`src/rtl/roulette_wheel_spinner.sv`:
```
// Roulette spin generator: free-running LFSR picks the pocket on the spin press, the wheel
// animates with a decelerating step rate, then the result is held under a valid/ack handshake.
module roulette_wheel_spinner #(
    parameter logic [15:0] SEED       = 16'hACE1,
    parameter int          BASE_DIV   = 2,
    parameter int          SLOWDOWN   = 1,
    parameter int          SPIN_STEPS = 4
) (
    input  logic       Clock,
    input  logic       reset_n,
    input  logic       spin_req,
    input  logic       result_ack,
    output logic [4:0] randnum,
    output logic       result_valid,
    output logic [4:0] wheel_pos,
    output logic       busy
);
    localparam logic [15:0] SEED_OK       = (SEED == 16'h0000) ? 16'hACE1 : SEED;
    localparam logic [15:0] LFSR_MASK     = 16'hB400;
    localparam logic [15:0] BASE          = 16'(BASE_DIV);
    localparam logic [15:0] SLOW          = 16'(SLOWDOWN);
    localparam logic [7:0]  STEPS         = 8'(SPIN_STEPS);
    localparam logic [15:0] SETTLE_RELOAD = 16'(BASE_DIV + SPIN_STEPS * SLOWDOWN - 1);

    typedef enum logic [1:0] {IDLE, SPIN, SETTLE, HOLD} state_t;

    state_t      state, state_nxt;
    logic [15:0] lfsr, lfsr_nxt;
    logic [15:0] div_cnt, div_cnt_nxt;
    logic [7:0]  step_cnt, step_cnt_nxt, step_new;
    logic [4:0]  target, target_nxt, wheel_nxt, randnum_nxt;
    logic        valid_nxt, spin_req_d, spin_edge, step;

    assign spin_edge = spin_req & ~spin_req_d;
    assign busy      = (state != IDLE);
    assign lfsr_nxt  = {1'b0, lfsr[15:1]} ^ (lfsr[0] ? LFSR_MASK : 16'h0000);
    assign step_new  = ((state == IDLE) ? 8'd0 : step_cnt) + 8'd1;

    always_comb begin
        state_nxt    = state;
        div_cnt_nxt  = div_cnt;
        step_cnt_nxt = step_cnt;
        target_nxt   = target;
        wheel_nxt    = wheel_pos;
        randnum_nxt  = randnum;
        valid_nxt    = result_valid;
        step         = 1'b0;
        case (state)
            IDLE: begin
                if (spin_edge) begin
                    target_nxt   = lfsr[4:0];
                    step_cnt_nxt = 8'd0;
                    state_nxt    = SPIN;
                    // The press cycle itself is the first cycle of the first step interval.
                    if (BASE == 16'd1) step = 1'b1;
                    else               div_cnt_nxt = BASE - 16'd2;
                end
            end
            SPIN: begin
                if (div_cnt == 16'd0) step = 1'b1;
                else                  div_cnt_nxt = div_cnt - 16'd1;
            end
            SETTLE: begin
                if (wheel_pos == target) begin
                    state_nxt   = HOLD;
                    randnum_nxt = target;
                    valid_nxt   = 1'b1;
                end else if (div_cnt == 16'd0) begin
                    wheel_nxt   = wheel_pos + 5'd1;
                    div_cnt_nxt = SETTLE_RELOAD;
                end else begin
                    div_cnt_nxt = div_cnt - 16'd1;
                end
            end
            HOLD: begin
                if (result_ack) begin
                    valid_nxt = 1'b0;
                    state_nxt = IDLE;
                end
            end
            default: state_nxt = IDLE;
        endcase
        // Decelerating phase: each completed step lengthens the next interval.
        if (step) begin
            wheel_nxt    = wheel_pos + 5'd1;
            step_cnt_nxt = step_new;
            div_cnt_nxt  = BASE + {8'd0, step_new} * SLOW - 16'd1;
            if (step_new == STEPS) state_nxt = SETTLE;
        end
    end

    always_ff @(posedge Clock or negedge reset_n) begin
        if (!reset_n) begin
            state        <= IDLE;
            lfsr         <= SEED_OK;
            spin_req_d   <= 1'b0;
            div_cnt      <= 16'd0;
            step_cnt     <= 8'd0;
            target       <= 5'd0;
            wheel_pos    <= 5'd0;
            randnum      <= 5'd0;
            result_valid <= 1'b0;
        end else begin
            state        <= state_nxt;
            lfsr         <= lfsr_nxt;
            spin_req_d   <= spin_req;
            div_cnt      <= div_cnt_nxt;
            step_cnt     <= step_cnt_nxt;
            target       <= target_nxt;
            wheel_pos    <= wheel_nxt;
            randnum      <= randnum_nxt;
            result_valid <= valid_nxt;
        end
    end
endmodule

```
`config.mk`:
```
export PLATFORM = sky130hd
export DESIGN_NAME = roulette_wheel_spinner
export DESIGN_NICKNAME = d
export VERILOG_FILES = /design/src/rtl/roulette_wheel_spinner.sv
export SDC_FILE = /design/constraint.sdc
export NUM_CORES = 1
export LEC_CHECK = 0
export BUFFER_PORTS_ARGS = -buffer_cell sky130_fd_sc_hd__buf_2
export CORE_ASPECT_RATIO = 0.8
export CORE_MARGIN = 3
export CORE_UTILIZATION = 40
export CTS_CLUSTER_DIAMETER = 40
export DETAILED_ROUTE_END_ITERATION = 6
export GPL_ROUTABILITY_DRIVEN = 0
export SETUP_SLACK_MARGIN = 0.15
export SLEW_MARGIN = 40
export SYNTH_ARGS = -nofsm -noshare
export SYNTH_HDL_FRONTEND = slang
export SYNTH_SLANG_ARGS = --single-unit
```
`constraint.sdc`:
```
create_clock -name Clock -period 6.79 [get_ports Clock]
set_input_delay 0.3395 -clock Clock [delete_from_list [all_inputs] [get_ports Clock]]
set_output_delay 0.3395 -clock Clock [all_outputs]
set_load 0.005 [all_outputs]
```
### Yosys cells after proc, flatten, opt, wreduce, memory -nomap -nowiden

Cells that the tools add are included.
W data, S select, Z words.

* flip-flop bits (word level): 59
* word-level logic and storage cells: 69

* $add $sub $neg: 5
* equality and inequality tests: 11
* muxes and demuxes: 26
* bitwise operators: 3
* reduce and logical (&&, ||, !) cells: 15

Operators by type and width (number)
* $mux W16: 6
* $pmux W16 S3: 1
* $mux W8: 4
* $mux W5: 4
* $logic_not A16 Y1: 1
* $sub A16 B1 Y16 const B: 1
* $xor A15 B16 Y16: 1
* $reduce_bool A2 Y1: 6
* $mux W2: 5
* $sub A9 B1 Y10 const B: 1
* $add A2 B8 Y9 const A: 1
* $ne A3 B3 Y1 const B: 3
* $add A8 B1 Y8 const B: 1
* $eq A8 B3 Y1 const B: 1
* $ne A2 B2 Y1 const B: 3
* $pmux W2 S3: 1
* $reduce_and A2 Y1: 3
* $reduce_and A3 Y1: 2
* $add A5 B1 Y5 const B: 1
* $eq A5 B5 Y1: 1
* $eq A2 B2 Y1 const B: 2
* $mux W1: 4
* $reduce_and A4 Y1: 1
* $reduce_bool A4 Y1: 1
* 5 further kinds: 5

### Logic depth before layout (Yosys ltp)

Gate-level depths: netlist of run 1.

* depth after elaboration: 6
* gate-level depth with buffers: 13
* depth with buffers taken out: 12

### Worst setup path before layout of run 1

OpenSTA, ideal clock, no wires.

* kind: reg2reg
* from: register state[0]
* to: register div_cnt[7]
* setup time: 0.125 ns
* arrival: 2.669 ns
* path slack: 3.996 ns
* stages on the path, launching flop included: 13
* buffers on the path: 2
* clock period less this slack: 2.794 ns
* cells stage by stage: dfrtp_1 -> inv_1 -> ha_1 -> clkbuf_1 -> clkbuf_1 -> nor2b_1 -> ha_1 -> or4b_1 -> a31oi_1 -> nand3_1 -> nor3_2 -> xnor2_1 -> o21ai_1

* cells in the longest elaborated chain, start to end: 6
* elaborated cells between the ends (all ways): 15
* those cells by class: add/sub: 3; eq/ne: 5; mux: 4; reduce/logical: 3

Ends and longest elaborated chain
* start, declared: line 27 `state_t state, state_nxt;`
* start signal, assigned: line 104 `state <= state_nxt;`
* $logic_not A2 Y1: line 37, 48
* $mux W8: line 37 `assign step_new = ((state == IDLE) ? 8'd0 : step_cnt) + 8'd1;`
* $add A8 B1 Y8: line 37
* $add A2 B8 Y9: line 87 `div_cnt_nxt = BASE + {8'd0, step_new} * SLOW - 16'd1;`
* $sub A9 B1 Y10: line 87
* $mux W16: line 84 `if (step) begin`
* end signal, assigned: line 107 `div_cnt <= div_cnt_nxt;`
* end, declared: line 29 `logic [15:0] div_cnt, div_cnt_nxt;`

Several ways; a longest one is shown, not always the timed one.
A chain may end at the register's enable or synchronous reset.

### Worst setup path in the final report of run 1

* from: register state[1]
* to: register div_cnt[7]

Same word-level chain as after synthesis.

==> results.sh, run 1 <==
export IMPL_status="finished clean"
export IMPL_worstMarginPinSlew_ns=0.6335
export IMPL_period_share_pct=45.68
export IMPL_maxCapViolations=0
export IMPL_die_w_um=104.1
export IMPL_cpMostUsedCell="inv_1"
export IMPL_grt_ovfl_total=0
export IMPL_grt_util_all_layers_pct=16.28
export IMPL_end_kind="flop"
export IMPL_finalClockSkew_ns=0.01140
export IMPL_crit_start="state[1]"
export IMPL_r2r_start="state[1]"
export IMPL_postSynthCellCount=300
export IMPL_wl_per_cell_um=15.64
export IMPL_max_stage_delay_ns=0.57
export IMPL_whs_ns=0.05008
export IMPL_crit_path_top_delay_cell="ha_1"
export IMPL_grt_pass1_vias=2222
export IMPL_synth_top_cell_area_share_pct=41.46
export IMPL_rows=27
export IMPL_power_density_nw_per_um2=448.2
export IMPL_drtIter0Drc=116
export IMPL_n_antenna_cell=0
export IMPL_hold_buffers=0
export IMPL_clk_pin_slew_ns=0.07
export IMPL_numPortBuffers=15
export IMPL_cts_setup_buffers=0
export IMPL_ff2ff_setup_slack_ns=3.69
export IMPL_setup_tns_final_ns=0
export IMPL_ctsResizeCount=0
export IMPL_htreeDepth=3
export IMPL_cts_tree="done"
export IMPL_cts_root_buf="clkbuf_8"
export IMPL_critPathArrivalTime_ns=3.32
export IMPL_grt_max_degree=60
export IMPL_fin_area_um2=3452
export IMPL_ir_drop_uv=208.8
export IMPL_chipHeight_um=84.46
export IMPL_cts_path_max_buffers=2
export IMPL_start_util_pct=42.98
export IMPL_hold_viol_final=0
export IMPL_rsz0062_at_grt="no"
export IMPL_cts_made_buffers=9
export IMPL_placement_cell_area_um2=3236
export IMPL_antenna_found_initial=0
export IMPL_core_um2=7162
export IMPL_viasPerCell=5.375
export IMPL_io_pins=16
export IMPL_ant_nets=0
export IMPL_synth_edf_count=0
export IMPL_synth_top_cell_by_area="dfrtp_1"
export IMPL_r2r_cells=12
export IMPL_dp_hpwl_um=4512
export IMPL_drv_slew=0
export IMPL_synth_seq_cells=59
export IMPL_synth_area_um2=3078
export IMPL_required_ns=7.01
export IMPL_die_area_um2=8790
export IMPL_setup_worst_path_start_class="flop"
export IMPL_grt_pass1_wl_um=11330
export IMPL_final_nets=331
export IMPL_syn_num_nets=313
export IMPL_ys_seq_area_share_pct=48.29
export IMPL_crit_type="flop to flop"
export IMPL_utilization_pct=48.20
export IMPL_synth_area_leaders="dfrtp_1 41%, dfstp_2 6.8%, mux2_2 5.1%"
export IMPL_fin_crit_ns=3.102
export IMPL_area_growth_synth_to_final_pct=12.15
export IMPL_async_flop_share_pct=100.0
export IMPL_critPathMaxFanout=19
export IMPL_power_leakage_nw=1.536
export IMPL_crit_chain="inv_1 -> ha_1 -> inv_1 -> nand2_1 -> inv_1 -> ha_1 -> or4b_1 -> a31oi_1 -> nand3_1 -> nor3_2 -> xnor2_1 -> o21ai_1"
export IMPL_drtPass1Iterations=5
export IMPL_timing_fmax_ghz=0.3224
export IMPL_yosysUniqueCellTypes=54
export IMPL_syn_avg_cell_area_um2=10.26
export IMPL_drive_gt1_share_pct=20.74
export IMPL_drc=0
export IMPL_min_path_type="input pin to asynchronous set/reset pin"
export IMPL_setup_viol=0
export IMPL_yosysWarningCount=0
export IMPL_slew_headroom_pct=57.48
export IMPL_via_count=2279
export IMPL_finalWirelength_um=6633
export IMPL_insertion_delay_ns=0.35
export IMPL_ys_flop_type="dfrtp_1"
export IMPL_clkSinkCount=59
cells in the mapped netlist (9+ instances only):
cell type and number:
o21ai_1 18, ha_1 9, nor3_1 12, a21oi_1 11, xnor2_1 13, nand2_1 24
o21ai_0 15, inv_1 9, mux2_2 14, dfrtp_1 51, nor2_1 23, nand3_1 14
cells by family (layout without fill, tap and decap cells):
| kind of cell | Yosys count | count (layout) | share of synthesized area (%) |
|---|---|---|---|
| and+or+nand+nor | 116 | 116 | 21.91 |
| DFF | 59 | 59 | 48.29 |
| muxes | 16 | 16 | 5.772 |
| buffers and inverters | 18 | 41 | 2.764 |
| AOI/OAI and AO/OA | 63 | 63 | 12.20 |
| xor gates and xnor gates | 19 | 19 | 5.407 |
| adders and majority gates | 9 | 9 | 3.659 |
worst max-delay path: cells and delay by family, from the launching register on:
kind,cells,cell delay (ns)
AOI/OAI and AO/OA,2,0.34
DFF,1,0.40
adders and majority gates,2,0.83
xor gates and xnor gates,1,0.13
and+or+nand+nor,4,0.93
buffers and inverters,3,0.34
per-stage QoR:
stage | instances | power [W] | setup slack, ns
finish | 424 | 0.001547 | 3.688
global route | 424 | 0.001673 | 3.358
CTS | 424 | 0.001553 | 3.692
detailed placement | 408 | 0.001206 | 3.705
global placement | 408 | 0.001195 | 3.855
floorplan | 300 | 0.001048 | 3.996
path summary, 6_finish.rpt:
kind	endpoint
worst max-delay path	div_cnt[7]
worst min-delay path	div_cnt[10]
worst max register to register	div_cnt[7]
worst min register to register	lfsr[8]
max in group asynchronous	lfsr[15]
min in group Clock	spin_req_d
layout by cell type (no fill, tap or decap), drive strengths merged, types with 2 or more instances in the layout:
cell type  instances
dfrtp             51
o21ai             33
nand2             24
nor2              23
buf               16
nand3             14
mux2              14
xnor2             13
nor3              13
a21oi             11
clkbuf            11
inv                9
ha                 9
dfstp              8
nor2b              7
xor2               6
nor4               6
nand2b             5
nand4              5
or2                5
or3                3
o22ai              3
o31ai              3
clkinvlp           3
nor4b              3
mux2i              2
or4                2
o311ai             2
o41ai              2
and2               2
flip-flops by register name, summed over array words and instances, names as in the netlist:
signal / cells
state: 2
wheel_pos: 5
randnum: 5
result_valid: 1
step_cnt: 8
div_cnt: 16
spin_req_d: 1
lfsr: 16
target: 5
power by group:
group          total (W)  switching, W  leakage [nW]  internal (W)
logic           0.000705      0.000446         0.665      0.000259
registers       0.000505     0.0000906         0.773      0.000415
clock network   0.000337      0.000147        0.0978      0.000190
layer usage:
metal	part of all wire [%]	global-route usage, %	vias to the layer above
met3	6.8	4.996	6
met4	0.74	4.348	0
met1	50	24.72	1106
met2	42	22.30	50
li1	-	-	1117
met5	0	0	-
layout make-up:
cell class	instances	area (µm²)
flip-flops and latches	59	1486
clock inverters	5	61.31
repair buffers	16	86.33
inverters	9	33.78
fillers	702	3710
well taps	101	126.4
clock buffers	11	151.4
multi-input cells	223	1506
Note: power is estimated with default switching activity, not from simulation.
==> run 2, diff against run 1 <==
--- a/config.mk
+++ b/config.mk
@@ -5,6 +5,7 @@
 export SDC_FILE = /design/constraint.sdc
 export NUM_CORES = 1
 export LEC_CHECK = 0
+export ABC_AREA = 1
 export BUFFER_PORTS_ARGS = -buffer_cell sky130_fd_sc_hd__buf_2
 export CORE_ASPECT_RATIO = 0.8
 export CORE_MARGIN = 3
==> constraint.sdc (replaced) <==
create_clock -name Clock -period 3.1 [get_ports Clock]
set_input_delay 0.155 -clock Clock [delete_from_list [all_inputs] [get_ports Clock]]
set_output_delay 0.155 -clock Clock [all_outputs]
set_load 0.005 [all_outputs]
==> results.sh, run 2 <==
export IMPL_rsz0062_at_grt="no"
export IMPL_r2r_cells=11
export IMPL_synth_area_um2=3450
export IMPL_syn_num_nets=461
export IMPL_grt_pass1_vias=2795
export IMPL_ff_latch_area_um2=1486
export IMPL_min_to="result_valid"
export IMPL_pre_cts_ws_ns=0.6486
export IMPL_cts_setup_buffers=0
export IMPL_antenna_found_initial=0
export IMPL_die_w_um=109.8
export IMPL_hp_start="result_ack"
export IMPL_fill_cells=783
export IMPL_required_ns=3.34
export IMPL_ff2ff_setup_slack_ns=0.60
export IMPL_drtIter0Drc=166
export IMPL_syn_avg_cell_area_um2=7.700
export IMPL_htreeDepth=3
export IMPL_clkSinkCount=59
export IMPL_synth_top_cells_by_count="126 x nand2_1, 56 x inv_1, 51 x dfrtp_1"
export IMPL_end_kind="flop"
export IMPL_maxCapViolations=0
export IMPL_synth_most_common_cell="nand2_1"
export IMPL_utilization_pct=47.36
export IMPL_ys_seq_area_share_pct=43.09
export IMPL_final_common_cell="nand2_1"
export IMPL_viasPerCell=4.911
export IMPL_cts_tree="done"
export IMPL_power_density_nw_per_um2=910.6
export IMPL_insertion_delay_ns=0.36
export IMPL_drc=0
export IMPL_ys_flop_type="dfrtp_1"
export IMPL_synth_area_leaders="dfrtp_1 37%, nand2_1 14%, dfstp_2 6.1%"
export IMPL_synth_top_cell_by_area="dfrtp_1"
export IMPL_grt_pass1_wl_um=13230
export IMPL_drive_gt1_share_pct=15.19
export IMPL_postSynthCellCount=448
export IMPL_setup_slack_ns=0.6023
export IMPL_hold_viol_final=0
export IMPL_whs_ns=0.2521
export IMPL_timing_fmax_ghz=0.4004
export IMPL_status="finished clean"
export IMPL_final_cell_mix="126 x nand2_1, 56 x inv_1, 51 x dfrtp_1"
export IMPL_final_nets=482
export IMPL_finalWirelength_um=7399
export IMPL_setup_tns_final_ns=0
export IMPL_multi_input_area_um2=1683
export IMPL_dp_hpwl_um=5504
export IMPL_drv_slew=0
export IMPL_power_leakage_nw=1.926
export IMPL_n_antenna_cell=0
export IMPL_top_regs="div_cnt: 16 flops, lfsr: 16 flops, step_cnt: 8 flops"
export IMPL_die_area_um2=9781
export IMPL_min_path_type="input pin to flop"
export IMPL_yosysWarningCount=0
export IMPL_synth_edf_count=0
export IMPL_crit_type="flop to flop"
export IMPL_chipHeight_um=89.06
export IMPL_area_growth_synth_to_final_pct=12.08
export IMPL_fin_crit_ns=2.498
export IMPL_cts_made_buffers=9
export IMPL_setup_viol=0
export IMPL_r2r_start="state[0]"
export IMPL_yosysUniqueCellTypes=33
export IMPL_grt_max_degree=40
export IMPL_synth_top_cell_area_share_pct=37.00
export IMPL_core_um2=8164
export IMPL_numPortBuffers=15
export IMPL_rows=29
export IMPL_via_count=2858
export IMPL_async_flop_share_pct=100.0
export IMPL_setup_worst_path_start_class="flop"
export IMPL_start_util_pct=42.25
export IMPL_period_share_pct=80.57
export IMPL_timing_rr_end="div_cnt[7]"
export IMPL_finalClockSkew_ns=0.01406
export IMPL_ir_drop_uv=291.2
export IMPL_critPathMaxFanout=6
export IMPL_critPathArrivalTime_ns=2.74
export IMPL_clk_pin_slew_ns=0.07
export IMPL_hold_path_depth=6
export IMPL_grt_ovfl_total=0
export IMPL_ctsResizeCount=0
export IMPL_io_pins=16
export IMPL_ant_nets=0
export IMPL_grt_util_all_layers_pct=17.50
export IMPL_wl_per_cell_um=12.71
export IMPL_cts_path_max_buffers=2
export IMPL_drtPass1Iterations=4
export IMPL_synth_seq_cells=59
export IMPL_slew_headroom_pct=62.14
export IMPL_worstMarginPinSlew_ns=0.5658
export IMPL_cts_root_buf="clkbuf_8"
run 2: report_power, final:
part	switching, W	internal [W]	leakage [nW]
Sequential	0.000126	0.000888	0.778
Combinational	0.00117	0.000535	1.05
Clock	0.000344	0.000456	0.102
Total	0.00164	0.00188	1.93
run 2: what timing repair did:
action / CTS / global route
hold endpoints to repair: 38 / 0
hold buffers: 2 / 0
endpoints found under the setup margin: 0 / 0
run 2: cell families after synthesis:
logic type               share of synthesized area (%)
adder cells (fa/ha/maj)                          3.264
flip-flops                                       43.09
buffers and inverters                            8.125
AND/OR/NAND/NOR                                  32.10
AO/OA/AOI/OAI                                    8.850
XOR/XNOR                                         4.570
run 2: worst max path at each step:
| stage | from | to | slack (ns) |
|---|---|---|---|
| after CTS | state[0] | div_cnt[7] | 0.63 |
| after floorplan | state[0] | div_cnt[7] | 0.94 |
| final | state[0] | div_cnt[7] | 0.60 |
| after global placement | state[0] | div_cnt[7] | 0.75 |
| after detailed placement | state[0] | div_cnt[7] | 0.65 |
| after global routing | state[0] | div_cnt[7] | 0.35 |
run 2: layout make-up:
| cell class | count | area share (%) |
|---|---|---|
| Clock buffer | 9 | 3.204 |
| Sequential cell | 59 | 38.45 |
| Multi-Input combinational cell | 319 | 43.53 |
| Tap cell | 108 | 3.495 |
| Clock inverter | 7 | 2.589 |
| Timing Repair Buffer | 18 | 2.718 |
| Inverter | 62 | 6.019 |
run 2: per-layer routing:
metal / vias to the layer above / wire (µm) / track usage (%)
li1: 1476 / - / -
met5: - / 0 / 0
met3: 10 / 377 / 3.682
met4: 0 / 127 / 7.361
met1: 1312 / 3826 / 25.20
met2: 60 / 3067 / 25.50
run 2: stage by stage:
step	cells	total power (W)	instance area [µm²]
3_5_place_dp	564	0.002728	3622
2_1_floorplan	448	0.002383	3450
5_1_grt	582	0.003871	3866
4_1_cts	582	0.003546	3866
6_report	582	0.003521	3866
3_3_place_gp	564	0.002704	3620
run 2: critical path, cell delays in order, from the launching register on:
cell	delay, ns
dfrtp_1	0.39
inv_1	0.08
ha_1	0.30
nor2_1	0.32
ha_1	0.37
nand4_1	0.19
xor2_1	0.27
nand2_1	0.12
nor2_1	0.14
nand3_1	0.08
nand2_1	0.07
a21oi_1	0.05
==> run 3, diff against run 2 <==
==> constraint.sdc (replaced) <==
create_clock -name Clock -period 2.07 [get_ports Clock]
set_input_delay 0.1035 -clock Clock [delete_from_list [all_inputs] [get_ports Clock]]
set_output_delay 0.1035 -clock Clock [all_outputs]
set_load 0.005 [all_outputs]
==> results.sh, run 3 (synthesized netlist as in run 2, its figures left out) <==
export IMPL_utilization_pct=51.85
export IMPL_p_total_w=0.005886
export IMPL_rsz0062_at_grt="yes"
export IMPL_setup_worst_path_start_class="flop"
export IMPL_io_pins=16
export IMPL_finalWirelength_um=7996
export IMPL_slew_headroom_pct=57.91
export IMPL_cts_tree="done"
export IMPL_max_stage_delay_ns=0.37
export IMPL_cp_num_buf_inv=2
export IMPL_grt_ovfl_total=0
export IMPL_ant_nets=0
export IMPL_hp_start="result_ack"
export IMPL_period_share_pct=96.69
export IMPL_dp_cells=579
export IMPL_required_ns=2.31
export IMPL_core_um2=8164
export IMPL_critPathMaxFanout=5
export IMPL_numPortBuffers=15
export IMPL_ff2ff_setup_slack_ns=0.07
export IMPL_r2r_cells=10
export IMPL_final_cell_mix="123 x nand2_1, 52 x inv_1, 51 x dfrtp_1"
export IMPL_min_path_type="input pin to flop"
export IMPL_rows=29
export IMPL_grt_max_degree=29
export IMPL_setup_slack_ns=0.06846
export IMPL_hold_path_depth=6
export IMPL_die_w_um=109.8
export IMPL_drtPass1Iterations=5
export IMPL_r2r_start="state[1]"
export IMPL_final_common_cell="nand2_1"
export IMPL_die_area_um2=9781
export IMPL_final_cells=613
export IMPL_n_antenna_cell=0
export IMPL_cts_root_buf="clkbuf_8"
export IMPL_finalClockSkew_ns=0.01393
export IMPL_fin_crit_ns=2.002
export IMPL_min_to="result_valid"
export IMPL_chipHeight_um=89.06
export IMPL_wl_per_cell_um=13.04
export IMPL_cp_top_family="simple AND/OR/NAND/NOR gates"
export IMPL_final_nets=513
export IMPL_drc=0
export IMPL_clk_pin_slew_ns=0.09
export IMPL_power_density_nw_per_um2=1391
export IMPL_timing_fmax_ghz=0.4996
export IMPL_htreeDepth=3
export IMPL_hold_viol_final=0
export IMPL_power_leakage_nw=2.094
export IMPL_crit_start="state[1]"
export IMPL_area_growth_synth_to_final_pct=22.71
export IMPL_cts_path_max_buffers=2
export IMPL_antenna_found_initial=0
export IMPL_crit_chain="inv_2 -> ha_4 -> nor2_4 -> ha_4 -> nand4_1 -> buf_4 -> xor2_4 -> nand4_1 -> nor2_1 -> nor2_1"
export IMPL_status="finished clean"
export IMPL_critPathArrivalTime_ns=2.24
export IMPL_maxCapViolations=0
export IMPL_cts_made_buffers=9
export IMPL_grt_util_all_layers_pct=17.82
export IMPL_start_util_pct=42.25
export IMPL_viasPerCell=4.922
export IMPL_grt_pass1_vias=2805
export IMPL_drive_gt1_share_pct=24.36
export IMPL_pre_cts_ws_ns=-0.005572
export IMPL_timing_rr_end="state[0]"
export IMPL_fill_cells=785
export IMPL_setup_viol=0
export IMPL_drtIter0Drc=228
export IMPL_worstMarginPinSlew_ns=0.6313
export IMPL_setup_tns_final_ns=0
export IMPL_dp_hpwl_um=5709
export IMPL_grt_pass1_wl_um=13500
export IMPL_via_count=3017
export IMPL_crit_path_top_delay_cell="dfrtp_1"
export IMPL_drv_slew=0
export IMPL_insertion_delay_ns=0.35
export IMPL_end_kind="flop"
export IMPL_top_regs="div_cnt: 16 flops, lfsr: 16 flops, step_cnt: 8 flops"
export IMPL_ir_drop_uv=487.5
export IMPL_clkSinkCount=59
export IMPL_crit_type="flop to flop"
-- run 3: report_power, final --
group          total (W)  leakage, nW  internal [W]  switching [W]
Sequential       0.00149        0.778       0.00133       0.000162
Clock            0.00113        0.106      0.000579       0.000553
Combinational    0.00326         1.21       0.00124        0.00203
-- run 3: worst max path at each step --
| stage | slack [ns] | to | cells past startpoint |
|---|---|---|---|
| after floorplan | 0.16 | div_cnt[7] | 13 |
| after global placement | 0.06 | div_cnt[7] | 13 |
| after detailed placement | -0.006 | div_cnt[7] | 11 |
| after CTS | 0.11 | div_cnt[7] | 11 |
| after global routing | -0.03 | div_cnt[8] | 12 |
| final | 0.07 | state[0] | 10 |
-- run 3: layer usage --
metal	part of all wire, %	vias up	global-route usage [%]
met5	0	-	0
met4	0.54	0	4.417
met3	5.3	6	4.549
met2	43	67	27.20
met1	52	1409	25.37
li1	-	1535	-
-- run 3: worst reg2reg max path: cells and delay by family (launching register included) --
kind / cells / cell delay [ns]
XOR/XNOR: 1 / 0.15
buffers and inverters: 2 / 0.27
AND/OR/NAND/NOR: 5 / 0.73
flip-flops: 1 / 0.37
adder cells (fa/ha/maj): 2 / 0.37
-- run 3: layout make-up --
type,count,area (µm²),share of cell area [%]
multi-input cells,320,1823,43.07
flip-flops and latches,59,1486,35.12
inverters,62,235.2,5.557
clock inverters,7,85.08,2.010
repair buffers,48,344.1,8.129
clock buffers,9,123.9,2.926
well taps,108,135.1,3.192
-- run 3: per-stage QoR --
stage	hold slack, ns	instance area [µm²]
after detailed placement	0.1559	3772
after CTS	0.2080	4124
after global routing	0.2962	4233
after global placement	0.1455	3772
final	0.2248	4233
after floorplan	-0.1921	3490
-- run 3: repair_timing --
action                                  4_1_cts  5_1_grt
buffers inserted                             10        5
pin swaps                                    12       14
hold buffers                                  2        0
cloned                                        0        1
resized for setup                             7       18
hold endpoints to repair                     27        0
endpoints found under the setup margin        8       24
